**src/rtl/rx_frame_decoder.sv**
```systemverilog
// UART frame decoder: SYNC, LEN, payload, CHK -> buffered valid/ready stream.
// Define RX_FRAME_TIMEOUT_EN to build the inter-byte timeout counter.
module rx_frame_decoder #(
    parameter logic [7:0] SYNC_BYTE      = 8'hA5,
    parameter int         MAX_LEN        = 16,
    parameter int         TIMEOUT_CYCLES = 200000
) (
    input  logic       clk,
    input  logic       reset_n,
    input  logic       i_done,
    input  logic [7:0] i_byte,
    output logic       o_valid,
    output logic [7:0] o_data,
    output logic       o_last,
    input  logic       i_ready,
    output logic       o_frame_ok,
    output logic       o_frame_err,
    output logic       o_overrun,
    output logic       o_busy
);
    localparam int W  = $clog2(MAX_LEN + 1);
    localparam int AW = (MAX_LEN > 1) ? $clog2(MAX_LEN) : 1;
    localparam logic [W-1:0] ONE = W'(1);

    typedef enum logic [2:0] {
        S_HUNT,
        S_LEN,
        S_PAYLOAD,
        S_CHECK,
        S_DRAIN
    } state_t;

    state_t        state, state_nx;
    logic [W-1:0]  idx, idx_nx;
    logic [W-1:0]  len, len_nx;
    logic [7:0]    sum, sum_nx;
    logic [7:0]    mem [MAX_LEN];
    logic [AW-1:0] ptr;
    logic          last;
    logic          wr_en;
    logic          ok_nx, err_nx, ovr_nx;
    logic          tmo;

    assign ptr     = idx[AW-1:0];
    assign last    = (idx == len - ONE);
    assign o_valid = (state == S_DRAIN);
    assign o_data  = o_valid ? mem[ptr] : 8'h00;
    assign o_last  = o_valid && last;
    assign o_busy  = (state != S_HUNT);

`ifdef RX_FRAME_TIMEOUT_EN
    localparam int TW = $clog2(TIMEOUT_CYCLES + 1);
    logic [TW-1:0] tcnt;
    logic          timed;

    assign timed = state inside {S_LEN, S_PAYLOAD, S_CHECK};
    assign tmo   = timed && !i_done &&
                   (tcnt == TW'(TIMEOUT_CYCLES - 1));

    // Idle time between bytes only; DRAIN waits on the consumer.
    always_ff @(posedge clk) begin
        if (!reset_n || i_done || !timed)
            tcnt <= '0;
        else
            tcnt <= tcnt + TW'(1);
    end
`else
    logic unused_tmo;
    assign unused_tmo = ^TIMEOUT_CYCLES;
    assign tmo        = 1'b0;
`endif

    always_comb begin
        state_nx = state;
        idx_nx   = idx;
        len_nx   = len;
        sum_nx   = sum;
        wr_en    = 1'b0;
        ok_nx    = 1'b0;
        err_nx   = 1'b0;
        ovr_nx   = 1'b0;
        unique case (state)
            S_HUNT: begin
                if (i_done && i_byte == SYNC_BYTE)
                    state_nx = S_LEN;
            end
            S_LEN: begin
                if (i_done) begin
                    if (i_byte == 8'h00 || i_byte > 8'(MAX_LEN)) begin
                        err_nx   = 1'b1;
                        state_nx = S_HUNT;
                    end else begin
                        len_nx   = i_byte[W-1:0];
                        sum_nx   = 8'h00;
                        idx_nx   = '0;
                        state_nx = S_PAYLOAD;
                    end
                end else if (tmo) begin
                    err_nx   = 1'b1;
                    state_nx = S_HUNT;
                end
            end
            S_PAYLOAD: begin
                if (i_done) begin
                    wr_en  = 1'b1;
                    sum_nx = sum + i_byte;
                    idx_nx = idx + ONE;
                    if (last)
                        state_nx = S_CHECK;
                end else if (tmo) begin
                    err_nx   = 1'b1;
                    state_nx = S_HUNT;
                end
            end
            S_CHECK: begin
                if (i_done) begin
                    if (i_byte == sum) begin
                        ok_nx    = 1'b1;
                        idx_nx   = '0;
                        state_nx = S_DRAIN;
                    end else begin
                        err_nx   = 1'b1;
                        state_nx = S_HUNT;
                    end
                end else if (tmo) begin
                    err_nx   = 1'b1;
                    state_nx = S_HUNT;
                end
            end
            S_DRAIN: begin
                // Any byte here is dropped, SYNC included.
                ovr_nx = i_done;
                if (i_ready) begin
                    idx_nx = idx + ONE;
                    if (last)
                        state_nx = S_HUNT;
                end
            end
            default: state_nx = S_HUNT;
        endcase
    end

    always_ff @(posedge clk) begin
        if (!reset_n) begin
            state       <= S_HUNT;
            idx         <= '0;
            len         <= '0;
            sum         <= 8'h00;
            o_frame_ok  <= 1'b0;
            o_frame_err <= 1'b0;
            o_overrun   <= 1'b0;
        end else begin
            state       <= state_nx;
            idx         <= idx_nx;
            len         <= len_nx;
            sum         <= sum_nx;
            o_frame_ok  <= ok_nx;
            o_frame_err <= err_nx;
            o_overrun   <= ovr_nx;
        end
    end

    always_ff @(posedge clk) begin
        if (wr_en)
            mem[ptr] <= i_byte;
    end
endmodule

```
**config.mk**
```make
export PLATFORM = sky130hd
export DESIGN_NAME = rx_frame_decoder
export DESIGN_NICKNAME = d
export VERILOG_FILES = /design/src/rtl/rx_frame_decoder.sv
export SDC_FILE = /design/constraint.sdc
export NUM_CORES = 1
export LEC_CHECK = 0
export CAP_MARGIN = 20
export CORE_UTILIZATION = 45
export DETAILED_ROUTE_END_ITERATION = 7
export GPL_ROUTABILITY_DRIVEN = 0
export SLEW_MARGIN = 20
export SYNTH_ARGS = -nofsm -noshare
export SYNTH_HDL_FRONTEND = slang
export SYNTH_SLANG_ARGS = --single-unit
```
**constraint.sdc**
```tcl
create_clock -name clk -period 3.71 [get_ports clk]
set_clock_uncertainty 0.15 [all_clocks]
set_input_delay 0.9275 -clock clk [delete_from_list [all_inputs] [get_ports clk]]
set_output_delay 0.9275 -clock clk [all_outputs]
set_load 0.02 [all_outputs]
```
# Word-level counts from Yosys, hierarchy flattened
# Memories as Yosys holds them, arrays and structs flattened. A register that Yosys moved wholly into a read port is not among the register bits.
# Index checks and enable logic that the tools add are counted.
op_classes:
  reduce_logical: 14
  n_addsub: 3
  div_mod_pow: 0
  mul: 0
  shift: 0
  n_mux: 34
  bitwise: 1
  magnitude_cmp: 1
  eq_ne: 16
op_table:
  columns: ["op", "n"]
  rows:
  - ["2-to-1 mux 8 bit", 4]
  - ["2-to-1 mux 5 bit", 6]
  - ["2-to-1 mux 3 bit", 8]
  - ["case mux 5 bit (4 select lines)", 1]
  - ["case mux 8 bit (2 select lines)", 1]
  - ["case mux 3 bit (5 select lines)", 1]
  - ["inequality test 2 bit, second input constant", 7]
  - ["AND reduction 7 bit", 2]
  - ["2-to-1 mux 1 bit", 9]
  - ["adder 8 bit", 1]
  - ["== test 8 bit", 1]
  - ["== test 8 bit, second input constant", 1]
  - ["greater-than comparator 8 x 5 -> 1 bit, second input constant", 1]
  - ["zero test 8 bit", 1]
  - ["2-to-1 mux 4 bit", 2]
  - ["== test 3 x 2 -> 1 bit, second input constant", 2]
  - ["AND reduction 3 bit", 2]
  - ["adder 5 x 1 -> 5 bit, second input constant", 1]
  - ["== test 5 bit", 1]
  - ["subtractor 5 x 1 -> 5 bit, second input constant", 1]
  - ["inequality test 2 x 1 -> 1 bit, second input constant", 2]
  - ["AND reduction 4 bit", 1]
  - ["nonzero test 4 bit", 1]
  - ["== test 3 x 1 -> 1 bit, second input constant", 1]
  - ["10 further kinds", 11]
word_totals:
  latchBits: 0
  input_bits: 12
  out_inout_bits: 14
  n_memories: 1
  mem_bits_rw: 128
  elab_cells: 77
  reg_bits: 24
  romBits: 0
mem_list:
  columns: ["memory", "depth", "word_bits", "read_ports", "rd_clocked_by_memory_dff", "write_ports", "line", "source"]
  rows:
  - ["mem", 16, 8, 1, 1, 1, "37", "logic [7:0] mem [MAX_LEN];"]

# Logic depth before layout (Yosys ltp)
logic_depth:
  ltp_word: 7
  mapped_depth: 7
  ltp_nobuf: 7

# Least setup slack after synthesis
# Ideal clock, no wire load.
synth_timing:
  kind: "flip-flop to output port"
  start: "reg (tool-made name)"
  end: "out o_data[0]"
  slack_ns: 0.651
  stages_incl_launch_ff: 6
  arrival_time_ns: 1.981
  path_buffers: 2
  required_ns: 2.633
  cell_sequence: "dfxtp_1 clkbuf_1 buf_2 mux4_2 mux4_2 nor2b_1"
synth_lines:
  columns: ["item", "line", "source"]
  rows:
  - ["end, declared", "13", "output logic [7:0] o_data,"]

==> impl_metrics.json <==
{
  "wirelength_um": 14500,
  "die_width_um": 124,
  "hold_class": "flop to flop",
  "detailed_place_hpwl_um": 10000,
  "grt_pass1_vias": 3800,
  "finalSetupTns_ps": 0,
  "post-route-period-util": 0.976,
  "drv_slew": 0,
  "cts_root_buf": "clkbuf_16",
  "async_flop_share": 0,
  "post-synth-top-count-cell": "edfxtp_1",
  "ios": 26,
  "grt_usage": 0.213,
  "rsz0062_at_grt": "false",
  "p_switching_uw": 688,
  "clkTransAtPathRegs_ps": 60,
  "core_um2": 14500,
  "switching_share": 0.196,
  "yosysSeqAreaShare": 0.663,
  "period_minus_slack_ps": 3620,
  "hold_depth": 1,
  "synth_flop_cell": "edfxtp_1",
  "combPwrFrac": 0.022,
  "synth_area_leader_cell": "edfxtp_1",
  "synth.top_cells.by_area": "edfxtp_1 58%, mux4_2 14%, dfxtp_1 8.4%",
  "syn_nets": 418,
  "antenna_found_initial": 0,
  "slew_headroom": 0.558,
  "total_power_mw": 3.52,
  "synth_top_area_frac": 0.578,
  "overflow": 0,
  "rrSetupSlack_ps": 1470,
  "p_clk_frac": 0.440,
  "cp-end-kind": "primary output",
  "nets": 480,
  "r2r-start": "state[2]$_SDFFE_PN0P_",
  "grt_pass1_wl_um": 22400,
  "start_kind": "flop",
  "postRouteAntennaNets": 0,
  "min_from": "sum[6]$_SDFFE_PN0P_",
  "rr_worst_depth": 6,
  "worst-slew-pin-transition_ps": 657,
  "fmax_ghz": 0.276,
  "hold_violations": 0,
  "path_class": "flop to primary output",
  "yosys_register_bits": 156,
  "seq_power_share": 0.538,
  "synth_commonest_cells": "128 x edfxtp_1, 40 x mux4_2, 30 x nor2_1",
  "drtIter0Drc": 157,
  "ys_types": 53,
  "die_area_um2": 15300,
  "cp_max_fo": 15,
  "viasPerCell": 5.64,
  "p_leak_nw": 2.67,
  "layout-drive-gt1-share": 0.252,
  "drc": 0,
  "cts_max_level": 4,
  "synth_area_um2": 6650,
  "drt-pass1-iter-count": 4,
  "setup_violations": 0,
  "portBuffers": 25,
  "syn2layout_area_growth_pct": 18.3,
  "post_drt_wl_per_cell_um": 22.2,
  "cts_tree": "built",
  "maxCapViolCount": 0,
  "synth-edff-count": 128,
  "synth_warnings": 0,
  "fp-row-count": 44,
  "worstPathRequired_ps": 2630,
  "grt_max_degree": 33,
  "die_h_um": 124,
  "pwr_density_cell_nw_per_um2": 447,
  "clk_latency_ps": 410,
  "p_int_mw": 2.83,
  "status": "finished clean",
  "routed-via-count": 3676,
  "cts_buffers": 17,
  "initial_core_util": 0.459,
  "netlist_instances": 393,
  "cts_buffer_depth": 2,
  "postSynthAreaPerCell_um2": 16.9,
  "n_antenna_cell": 0,
  "crit_arrival_ps": 2540,
  "cts.sinks": 156,
  "ir_worst_vdd_v": 0.000317
}
-- through the flow --
stage	setup slack, ps	hold WS [ps]	instances	area (µm²)	utilization
floorplan	651	309	393	6650	-
global placement	290	322	620	7340	0.507
detailed placement	304	326	620	7340	0.507
CTS	61.2	344	652	7850	0.542
global route	10.5	363	652	7870	0.543
finish	90.3	342	652	7870	0.543
-- cell usage in the layout (no fill, tap or decap), drive strengths merged, types with 9 or more instances in the layout --
| cell type | count |
|---|---|
| a21oi | 9 |
| buf | 35 |
| clkbuf | 23 |
| clkdlybuf4s50 | 17 |
| dfxtp | 28 |
| edfxtp | 128 |
| ha | 12 |
| mux4 | 40 |
| nand2 | 16 |
| nor2 | 30 |
| nor2b | 10 |
| xnor2 | 10 |
-- worst max-delay path, cell delays in order (launching register included) --
cell and delay [ps]:
dfxtp_2 370, buf_12 190, mux4_2 540, mux4_2 520
nor2b_1 160, dlygate4sd2_1 340
-- worst paths after layout --
kind / end
setup / recovery: o_data[7]
hold / removal: sum[6]$_SDFFE_PN0P_
setup reg to reg: sum[5]$_SDFFE_PN0P_
hold reg to reg: sum[6]$_SDFFE_PN0P_
-- power groups by stage --
stage,logic [mW],clock network (mW),registers [mW]
detailed placement,0.0794,0,1.93
floorplan,0.0209,0,1.93
global placement,0.0776,0,1.93
global route,0.0861,1.65,1.89
CTS,0.0796,1.57,1.89
finish,0.0790,1.55,1.89
-- flip-flops by register name, summed over array words and instances (netlist names), named ones only --
name / cells
idx: 5
len: 5
mem: 128
o_frame_err: 1
o_frame_ok: 1
o_overrun: 1
state: 3
sum: 8
-- final cells by class --
class / count / area (µm²)
clock buffers: 23 / 448
clock inverters: 9 / 72.6
fillers: 1175 / 6610
inverters: 8 / 30.0
multi-input cells: 212 / 2140
flip-flops and latches: 156 / 4410
well taps: 184 / 230
repair buffers: 60 / 541
-- per-layer routing --
metal  up-vias  GRT usage  wire (µm)
li1       1693          -          -
met1      1871      0.261       6040
met5         -          0          0
met2        91      0.354       7230
met3        21     0.0618        783
met4         0     0.0843        405
-- cells by family (layout without fill, tap and decap cells) --
| family | after synthesis | count (layout) | synth area share |
|---|---|---|---|
| compound gates | 48 | 48 | 0.0533 |
| xor+xnor | 14 | 14 | 0.0184 |
| fa+ha+maj | 13 | 13 | 0.0256 |
| buf+inv | 25 | 100 | 0.0177 |
| flops | 156 | 156 | 0.663 |
| mux | 48 | 48 | 0.148 |
| simple gates | 89 | 89 | 0.0749 |
-- timing repair --
item,4_1_cts,5_1_grt
gates resized for setup,8,3
hold buffers,0,0
hold endpoints to repair,0,0
endpoints found under the setup margin,8,1
buffers inserted,0,0
No activity file was read; power rests on OpenSTA's default activity.
